**config.mk**
```make
export PLATFORM = sky130hd
export DESIGN_NAME = cache_read_data_flat
export DESIGN_NICKNAME = d
export VERILOG_FILES = /design/src/rtl/cache_read_data_if.sv /design/src/rtl/cache_read_data.sv /design/src/flat_wrapper.sv
export SDC_FILE = /design/constraint.sdc
export NUM_CORES = 1
export LEC_CHECK = 0
export BUFFER_PORTS_ARGS = -buffer_cell sky130_fd_sc_hd__buf_4
export CAP_MARGIN = 10
export CELL_PAD_IN_SITES_DETAIL_PLACEMENT = 0
export CELL_PAD_IN_SITES_GLOBAL_PLACEMENT = 1
export CORE_AREA = 2 2 109 191
export CTS_CLUSTER_DIAMETER = 150
export DETAILED_ROUTE_END_ITERATION = 12
export DIE_AREA = 0 0 111 193
export HOLD_SLACK_MARGIN = 0.12
export MAX_ROUTING_LAYER = met4
export PLACE_DENSITY = 0.84
export RECOVER_POWER = 25
export SETUP_SLACK_MARGIN = 0.3
export SYNTH_ARGS = -nofsm -noshare
export SYNTH_HDL_FRONTEND = slang
export SYNTH_SLANG_ARGS = --single-unit
```
**constraint.sdc**
```tcl
create_clock -name clk -period 5.2 [get_ports clk]
set_clock_uncertainty 0.15 [all_clocks]
set_input_delay 0.78 -clock clk [delete_from_list [all_inputs] [get_ports clk]]
set_output_delay 0.78 -clock clk [all_outputs]
set_load 0.005 [all_outputs]
```
**src/rtl/cache_read_data_if.sv**
```systemverilog
`default_nettype none
// ============================================================================
// Module   : cache_read_data_if
// Purpose  : CPU read port plus cache-line request/return bundle for
//            cache_read_data.
// Revision : 1.0 - initial release
// ============================================================================
interface cache_read_data_if #(
    parameter int ADDR_WIDTH = 16,
    parameter int LINE_WIDTH = 128,
    parameter int WORD_WIDTH = 16
);
    localparam int OFFSET_BITS = $clog2(LINE_WIDTH / 8);

    logic                          cpu_read;
    logic [ADDR_WIDTH-1:0]         cpu_address;
    logic [1:0]                    cpu_byte_enable;
    logic [WORD_WIDTH-1:0]         cpu_rdata;
    logic                          cpu_resp;
    logic                          line_req;
    logic [ADDR_WIDTH-OFFSET_BITS-1:0] line_addr;
    logic                          line_valid;
    logic [LINE_WIDTH-1:0]         line_in;
    logic                          line_inval;

    // Environment side: the CPU and the cache array / fill logic.
    modport master (
        output cpu_read, cpu_address, cpu_byte_enable,
        output line_valid, line_in, line_inval,
        input  cpu_rdata, cpu_resp, line_req, line_addr
    );

    modport slave (
        input  cpu_read, cpu_address, cpu_byte_enable,
        input  line_valid, line_in, line_inval,
        output cpu_rdata, cpu_resp, line_req, line_addr
    );
endinterface
`default_nettype wire

```
**src/rtl/cache_read_data.sv**
```systemverilog
`default_nettype none
// ============================================================================
// Module   : cache_read_data
// Purpose  : Fetches the addressed cache line for a CPU read and returns the
//            byte-masked 16-bit word with a one-cycle response pulse.
//            Optional macro CACHE_RD_LINE_BUF_EN keeps the last line for
//            single-cycle hits.
// Revision : 1.0 - initial release
// ============================================================================
module cache_read_data #(
    parameter int ADDR_WIDTH = 16,
    parameter int LINE_WIDTH = 128,
    parameter int WORD_WIDTH = 16
) (
    input  logic             clk,
    input  logic             reset,
    cache_read_data_if.slave bus
);
    localparam int OFFSET_BITS = $clog2(LINE_WIDTH / 8);
    localparam int WORDS       = LINE_WIDTH / WORD_WIDTH;
    localparam int IDX_BITS    = $clog2(WORDS);
    localparam int TAG_BITS    = ADDR_WIDTH - OFFSET_BITS;
    localparam int HALF        = WORD_WIDTH / 2;

    typedef enum logic [1:0] {
        IDLE  = 2'd0,
        FETCH = 2'd1,
        RESP  = 2'd2
    } state_t;

    state_t                state;
    state_t                state_next;
    logic [LINE_WIDTH-1:0] line_buf;
    logic [IDX_BITS-1:0]   word_idx;
    logic [1:0]            byte_en;
    logic [TAG_BITS-1:0]   line_addr_q;
    logic [WORD_WIDTH-1:0] rdata_q;

    logic [TAG_BITS-1:0]   req_tag;
    logic [IDX_BITS-1:0]   req_idx;
    logic                  capture;
    logic                  buf_hit;
    logic                  load_req;
    logic                  load_rdata;

    assign req_tag = bus.cpu_address[ADDR_WIDTH-1:OFFSET_BITS];
    assign req_idx = bus.cpu_address[OFFSET_BITS-1:1];
    assign capture = (state == FETCH) && bus.line_valid;

    logic unused_addr_lsb;
    assign unused_addr_lsb = bus.cpu_address[0];

`ifdef CACHE_RD_LINE_BUF_EN
    logic                buf_valid;
    logic [TAG_BITS-1:0] buf_tag;

    // Invalidate has priority over a same-cycle capture so a line written
    // during its own fetch is never served stale.
    always_ff @(posedge clk) begin
        if (reset) begin
            buf_valid <= 1'b0;
            buf_tag   <= '0;
        end else begin
            if (capture) begin
                buf_valid <= 1'b1;
                buf_tag   <= line_addr_q;
            end
            if (bus.line_inval) begin
                buf_valid <= 1'b0;
            end
        end
    end

    assign buf_hit = buf_valid && (buf_tag == req_tag) && !bus.line_inval;
`else
    logic unused_line_inval;
    assign unused_line_inval = bus.line_inval;
    assign buf_hit           = 1'b0;
`endif

    always_comb begin
        state_next = state;
        load_req   = 1'b0;
        load_rdata = 1'b0;
        case (state)
            IDLE: begin
                if (bus.cpu_read) begin
                    load_req   = 1'b1;
                    load_rdata = buf_hit;
                    state_next = buf_hit ? RESP : FETCH;
                end
            end
            FETCH: begin
                if (bus.line_valid) begin
                    load_rdata = 1'b1;
                    state_next = RESP;
                end
            end
            RESP:    state_next = IDLE;
            default: state_next = IDLE;
        endcase
    end

    // Read data is formed on the edge that enters RESP: from the incoming
    // line on a fetch, or from the held line and live request on a hit.
    logic [LINE_WIDTH-1:0] src_line;
    logic [IDX_BITS-1:0]   src_idx;
    logic [1:0]            src_be;
    logic [WORD_WIDTH-1:0] src_words [WORDS];
    logic [WORD_WIDTH-1:0] sel_word;
    logic [WORD_WIDTH-1:0] masked_word;

    assign src_line = (state == FETCH) ? bus.line_in : line_buf;
    assign src_idx  = (state == IDLE) ? req_idx : word_idx;
    assign src_be   = (state == IDLE) ? bus.cpu_byte_enable : byte_en;

    for (genvar i = 0; i < WORDS; i++) begin : g_words
        assign src_words[i] = src_line[i*WORD_WIDTH +: WORD_WIDTH];
    end

    assign sel_word    = src_words[src_idx];
    assign masked_word = {src_be[1] ? sel_word[WORD_WIDTH-1:HALF] : {HALF{1'b0}},
                          src_be[0] ? sel_word[HALF-1:0]          : {HALF{1'b0}}};

    always_ff @(posedge clk) begin
        if (reset) begin
            state       <= IDLE;
            line_buf    <= '0;
            word_idx    <= '0;
            byte_en     <= '0;
            line_addr_q <= '0;
            rdata_q     <= '0;
        end else begin
            state <= state_next;
            if (load_req) begin
                word_idx    <= req_idx;
                byte_en     <= bus.cpu_byte_enable;
                line_addr_q <= req_tag;
            end
            if (capture) begin
                line_buf <= bus.line_in;
            end
            if (load_rdata) begin
                rdata_q <= masked_word;
            end
        end
    end

    assign bus.cpu_rdata = rdata_q;
    assign bus.cpu_resp  = (state == RESP);
    assign bus.line_req  = (state == FETCH);
    assign bus.line_addr = line_addr_q;

endmodule
`default_nettype wire

```
**src/flat_wrapper.sv**
```systemverilog
// flat-port wrapper written by rule: the top's interface ports become plain ports
module cache_read_data_flat 
#(
    parameter int ADDR_WIDTH = 16,
    parameter int LINE_WIDTH = 128,
    parameter int WORD_WIDTH = 16
)
  (clk, reset, bus_cpu_read, bus_cpu_address, bus_cpu_byte_enable, bus_line_valid, bus_line_in, bus_line_inval, bus_cpu_rdata, bus_cpu_resp, bus_line_req, bus_line_addr);
  cache_read_data_if #(.ADDR_WIDTH(ADDR_WIDTH), .LINE_WIDTH(LINE_WIDTH), .WORD_WIDTH(WORD_WIDTH)) bus_i ();
  input  logic clk;
  input  logic reset;
  input wire logic [$bits(bus_i.cpu_read)-1:0] bus_cpu_read;
  input wire logic [$bits(bus_i.cpu_address)-1:0] bus_cpu_address;
  input wire logic [$bits(bus_i.cpu_byte_enable)-1:0] bus_cpu_byte_enable;
  input wire logic [$bits(bus_i.line_valid)-1:0] bus_line_valid;
  input wire logic [$bits(bus_i.line_in)-1:0] bus_line_in;
  input wire logic [$bits(bus_i.line_inval)-1:0] bus_line_inval;
  output wire logic [$bits(bus_i.cpu_rdata)-1:0] bus_cpu_rdata;
  output wire logic [$bits(bus_i.cpu_resp)-1:0] bus_cpu_resp;
  output wire logic [$bits(bus_i.line_req)-1:0] bus_line_req;
  output wire logic [$bits(bus_i.line_addr)-1:0] bus_line_addr;
  assign bus_i.cpu_read = bus_cpu_read;
  assign bus_i.cpu_address = bus_cpu_address;
  assign bus_i.cpu_byte_enable = bus_cpu_byte_enable;
  assign bus_i.line_valid = bus_line_valid;
  assign bus_i.line_in = bus_line_in;
  assign bus_i.line_inval = bus_line_inval;
  assign bus_cpu_rdata = bus_i.cpu_rdata;
  assign bus_cpu_resp = bus_i.cpu_resp;
  assign bus_line_req = bus_i.line_req;
  assign bus_line_addr = bus_i.line_addr;
  cache_read_data #(.ADDR_WIDTH(ADDR_WIDTH), .LINE_WIDTH(LINE_WIDTH), .WORD_WIDTH(WORD_WIDTH)) u_core (.clk(clk), .reset(reset), .bus(bus_i));
endmodule
```
; ---- Yosys cells after proc, flatten, opt, wreduce, memory -nomap -nowiden
; Index checks and enable logic that the tools add are counted.
[op_classes]
add_sub_neg = 0
multipliers = 0
n_div = 0
n_lt_le_gt_ge = 1
eq_ne = 4
shifts = 0
muxes = 15
n_bitwise = 1
n_reduce_logical = 3
[ops]
columns = operator, count
row1 = 128-bit two-way mux, 1
row2 = 16-bit binary-select mux with 3-bit select, 1
row3 = 16-bit two-way mux, 2
row4 = 8-bit two-way mux, 2
row5 = 2-bit two-way mux, 3
row6 = "4-bit greater-or-equal comparator, second input constant", 1
row7 = 1-bit two-way mux, 4
row8 = "2-bit != test, second input constant", 2
row9 = 3-bit NOT with 4-bit output, 1
row10 = 2-bit case mux with 2 select lines, 1
row11 = 3-bit two-way mux, 1
row12 = "2-bit by 1-bit equality test with 1-bit output, second input constant", 1
row13 = "2-bit equality test, second input constant", 1
row14 = 2-bit logical NOT, 1
row15 = 2-bit AND reduction, 1
row16 = 1-bit logical AND, 1
[word_totals]
ff_bits = 163
latchBits = 0
mem_bits_rw = 0
romBits = 0
inputBits = 151
output_inout_bits = 30
wordCells = 30
n_memories = 0

; ---- Depth between registers and ports, before layout
[logic_depth]
word_depth = 7
mapped_depth = 8
mapped_depth_nobuf = 6

; ---- Worst setup path after synthesis
; Ideal clock, no wire load.
[synth_timing]
path_type = input to register
start = in bus_cpu_address[1]
end = reg u_core.rdata_q[11] (netlist: u_core.bus.cpu_rdata[11])
setup_ps = 121
arrival_time_ps = 2143
required_ps = 4929
path_slack_ps = 2786
stages = 8
path_buffers = 3
path_cell_list = buf_4 -> or3b_4 -> buf_6 -> buf_6 -> a221oi_1 -> a311oi_1 -> nor4_1 -> o21ai_1
[synth_between]
elab_chain_cells = 6
[synth_rtl]
columns = element, line_no
row1 = from (decl), flat_wrapper.sv:13  ; input wire logic [$bits(bus_i.cpu_address)-1:0] bus_cpu_address;
row2 = 3-bit two-way mux, cache_read_data.sv:114  ; assign src_idx = (state == IDLE) ? req_idx : word_idx;
row3 = 3-bit NOT with 4-bit output (implied by the code), cache_read_data.sv:121  ; assign sel_word = src_words[src_idx];
row4 = 16-bit binary-select mux with 3-bit select, cache_read_data.sv:121
row5 = 16-bit two-way mux (implied by the code) (2 in series), cache_read_data.sv:121
row6 = 8-bit two-way mux, cache_read_data.sv:122  ; assign masked_word = {src_be[1] ? sel_word[WORD_WIDTH-1:HALF] : {HALF{1'b0}},
row7 = to (signal assigned), cache_read_data.sv:144  ; rdata_q <= masked_word;
row8 = to (decl), cache_read_data.sv:37  ; logic [WORD_WIDTH-1:0] rdata_q;
; No other way between the ends. The select of a mux whose other input is x is not followed.
; A chain may end at the register's enable or synchronous reset.

; ---- Final worst setup path
[layout_timing]
start = reg u_core.state[0]
end = out bus_line_req
[layout_between]
elab_chain_cells = 1
[layout_rtl]
columns = element, line_no
row1 = from (decl), cache_read_data.sv:31  ; state_t state;
row2 = from (signal assigned), cache_read_data.sv:134  ; state <= state_next;
row3 = 2-bit by 1-bit equality test with 1-bit output, cache_read_data.sv:151  ; assign bus.line_req = (state == FETCH);
row4 = to (decl), flat_wrapper.sv:20  ; output wire logic [$bits(bus_i.line_req)-1:0] bus_line_req;
; No other way between the ends.

==> metrics.yaml <==
status: "complete, no violations"
min_period_over_period_pct: 74.08
wl_per_cell_um: 19.83
wirelength_mm: 29.24
postSynthAreaPerCell_um2: 7.673
critical-path-top-delay-family: "buffers and inverters"
numPortBuffers: 178
drtIter0Drc: 649
ys_ff_latch: 161
cpMostUsedCell: "buf_4"
power.leakage_nw: 3.828
endpoint_kind: "output port"
power_switching_mw: 0.8646
fp.dieH_um: 193
critical_path.max_stage_delay_ns: 1.08
drcViolationCount: 0
place.gp.congestion: 0.8493
core_area_um2: 19940
vias: 8429
row_count: 69
swShare_pct: 27.43
synth_top_flop_cell: "dfxtp_1"
tns_ns: 0
grt_pass1_wl_mm: 44.26
netlist_instances: 1101
synth_cell_type_count: 62
min_path_type: "reg2reg"
grt_pass1_vias: 7854
setup_viol: 0
cts_hold_buf: 0
period_needed_ns: 3.852
critPathArrivalTime_ns: 2.92
cts_max_level: 4
vias_per_cell: 5.718
synth_edf_count: 0
post_cts_buffers: 0
worstSkewPairLatency_ns: 0.44
p_int_mw: 2.287
hold_violations: 0
slew_headroom_pct: 23.59
p_comb_share_pct: 16.8
synth_top_cell_area_share_pct: 38.15
clk_pin_slew_ns: 0.06
post_dp_cell_area_um2: 9734
die_x_um: 111
cts_tree: "yes"
yosysWarnings: 0
fmax_mhz: 259.6
num_antenna_cells: 0
cp-start-kind: "flip-flop"
pin_count: 181
rsz0062_at_grt: "no"
worstMarginPinSlew_ns: 1.145
post_cts_resized: 0
dieArea_um2: 21420
ys_top_cells_by_area: "dfxtp_1 38%, nand2_1 17%, a21oi_1 9.5%"
syn_to_final_growth_pct: 22.25
hpwl_mm: 19.81
ant_nets: 0
slowest_stage: "dfxtp_1"
cts_buffers: 17
cp_max_fo: 35
start_util_pct: 42.36
drive_gt1_share_pct: 21.94
max_cap_viol_count: 0
finish.net_count: 1364
cp.required_ns: 4.27
syn-num-nets: 1252
crit_type: "reg2out"
maxSlewViolCount: 0
synth_area_um2: 8448
crit_chain: "nand2b_2, inv_1, buf_4, buf_4"
worst-path-buf-inv: 3
drtPass1Iterations: 5
yosysSeqAreaShare_pct: 38.15
grt_start_max_net_pins: 81
p_per_area_nw_per_um2: 305.2
grt_usage_pct: 27.41
async_flop_share_pct: 0
clkSinkCount: 161
synth.largest_area_cell: "dfxtp_1"
antenna_found_initial: 0
root_buffer: "clkbuf_16"
clock_path_buffers: 2
pwr-share-seq_pct: 41.6
design_area_um2: 10330
power_frac_clock_pct: 41.5
ir_drop_uv: 205.2
fill_cells: 1990
overflow: 0
==> synth_stat cells (8+ instances only) <==
master	count
o21ai_0	17
a311oi_1	25
nand2_1	382
mux2_2	14
mux4_2	12
dfxtp_1	161
and3b_1	28
clkbuf_1	44
o211ai_1	8
nor3b_1	11
o2111ai_1	9
buf_4	9
o31ai_1	8
o21ai_1	10
a21oi_1	161
mux2i_1	20
a221oi_1	20
nor2_1	17
buf_2	37
==> metrics by stage <==
step / setup slack, ns / hold slack [ns] / util (%) / instances / power [mW]
floorplan: 2.786 / 0.2829 / - / 1101 / 1.649
global placement: 1.926 / 0.2864 / 48.81 / 1441 / 1.863
detailed placement: 1.892 / 0.2965 / 48.81 / 1441 / 1.868
CTS: 1.905 / 0.3053 / 51.85 / 1473 / 3.167
global route: 1.156 / 0.3204 / 51.78 / 1474 / 3.256
finish: 1.348 / 0.3021 / 51.78 / 1474 / 3.152
==> final timing paths <==
kind | to | slack (ns) | from | depth (start not counted)
worst max-delay path | bus_line_req | 1.35 | u_core.state[0] | 4
worst min-delay path | u_core.bus.line_addr[10] | 0.30 | u_core.bus.line_addr[10] | 2
worst max register to register | u_core.line_buf[118] | 1.53 | u_core.state[0] | 6
worst min register to register | u_core.bus.line_addr[10] | 0.30 | u_core.bus.line_addr[10] | 2
==> power by group through the flow <==
stage	Combinational, mW	Sequential, mW	Clock [mW]
after floorplan	0.323	1.33	0
after detailed placement	0.529	1.34	0
after global routing	0.573	1.32	1.37
after CTS	0.530	1.31	1.32
final	0.530	1.31	1.31
after global placement	0.526	1.34	0
==> cells in the final DEF (no fill, tap or decap), types with 4 or more instances in the layout <==
cell type  Yosys  routed
inv_1          4       5
a221oi_2       6       6
buf_4          9     165
clkinv_2       0       4
a311oi_1      25      25
dfxtp_1      161     160
a221oi_1      20      20
clkbuf_4       1      24
mux2i_1       20      20
a21oi_1      161     161
o22ai_1        6       6
o31ai_1        8       8
and3b_1       28      28
nor2_1        17      18
a21o_1         6       6
mux2_2        14      14
o21ai_1       10       9
mux4_2        12      12
a31oi_1        6       6
o2111ai_1      9       9
nand3_1        6       6
nand2_1      382     381
nor3_1         4       4
nor3b_1       11      11
o21ai_0       17      17
clkbuf_1      44       6
nor4_1         6       6
or2_2          4       4
clkbuf_16      0      17
o211ai_1       8       8
==> metal layers <==
metal  wire, um  track usage [%]  up-vias  part of all wire [%]
met4       1074            11.39        0                   3.7
met3       1515            4.376       43                   5.2
li1           -                -     4087                     -
met5          0                -        -                     0
met2      15040            47.05      275                    51
met1      11610            32.07     4024                    40
==> sequential cells by signal, summed over array words and instances, names as in the netlist <==
register,flops
u_core.line_buf,126
u_core.bus.cpu_rdata,16
u_core.bus.line_addr,12
u_core.word_idx,3
u_core.byte_en,2
u_core.state,2
==> worst reg2reg max path, delay by kind of cell (launching register included) <==
kind | cells | cell delay [ns]
buffers and inverters | 2 | 1.25
AO/OA/AOI/OAI | 1 | 0.15
AND/OR/NAND/NOR | 3 | 0.97
flip-flops | 1 | 1.08
==> cell families after synthesis <==
| logic type | share of synthesized area, % |
|---|---|
| AND/OR/NAND/NOR | 25.27 |
| AO/OA/AOI/OAI | 22.87 |
| flip-flops | 38.15 |
| buffers and inverters | 6.280 |
| multiplexers | 7.435 |
==> cell type report <==
class / count / area (um2) / area share (%)
timing repair buffer: 195 / 1459 / 14.13
multi-input combinational: 833 / 4708 / 45.59
tap: 248 / 310.3 / 3.005
inverter: 5 / 18.77 / 0.1817
clock buffer: 22 / 474.2 / 4.592
clock inverter: 10 / 132.6 / 1.284
sequential: 161 / 3224 / 31.22
(Power assumes the default switching activity.)
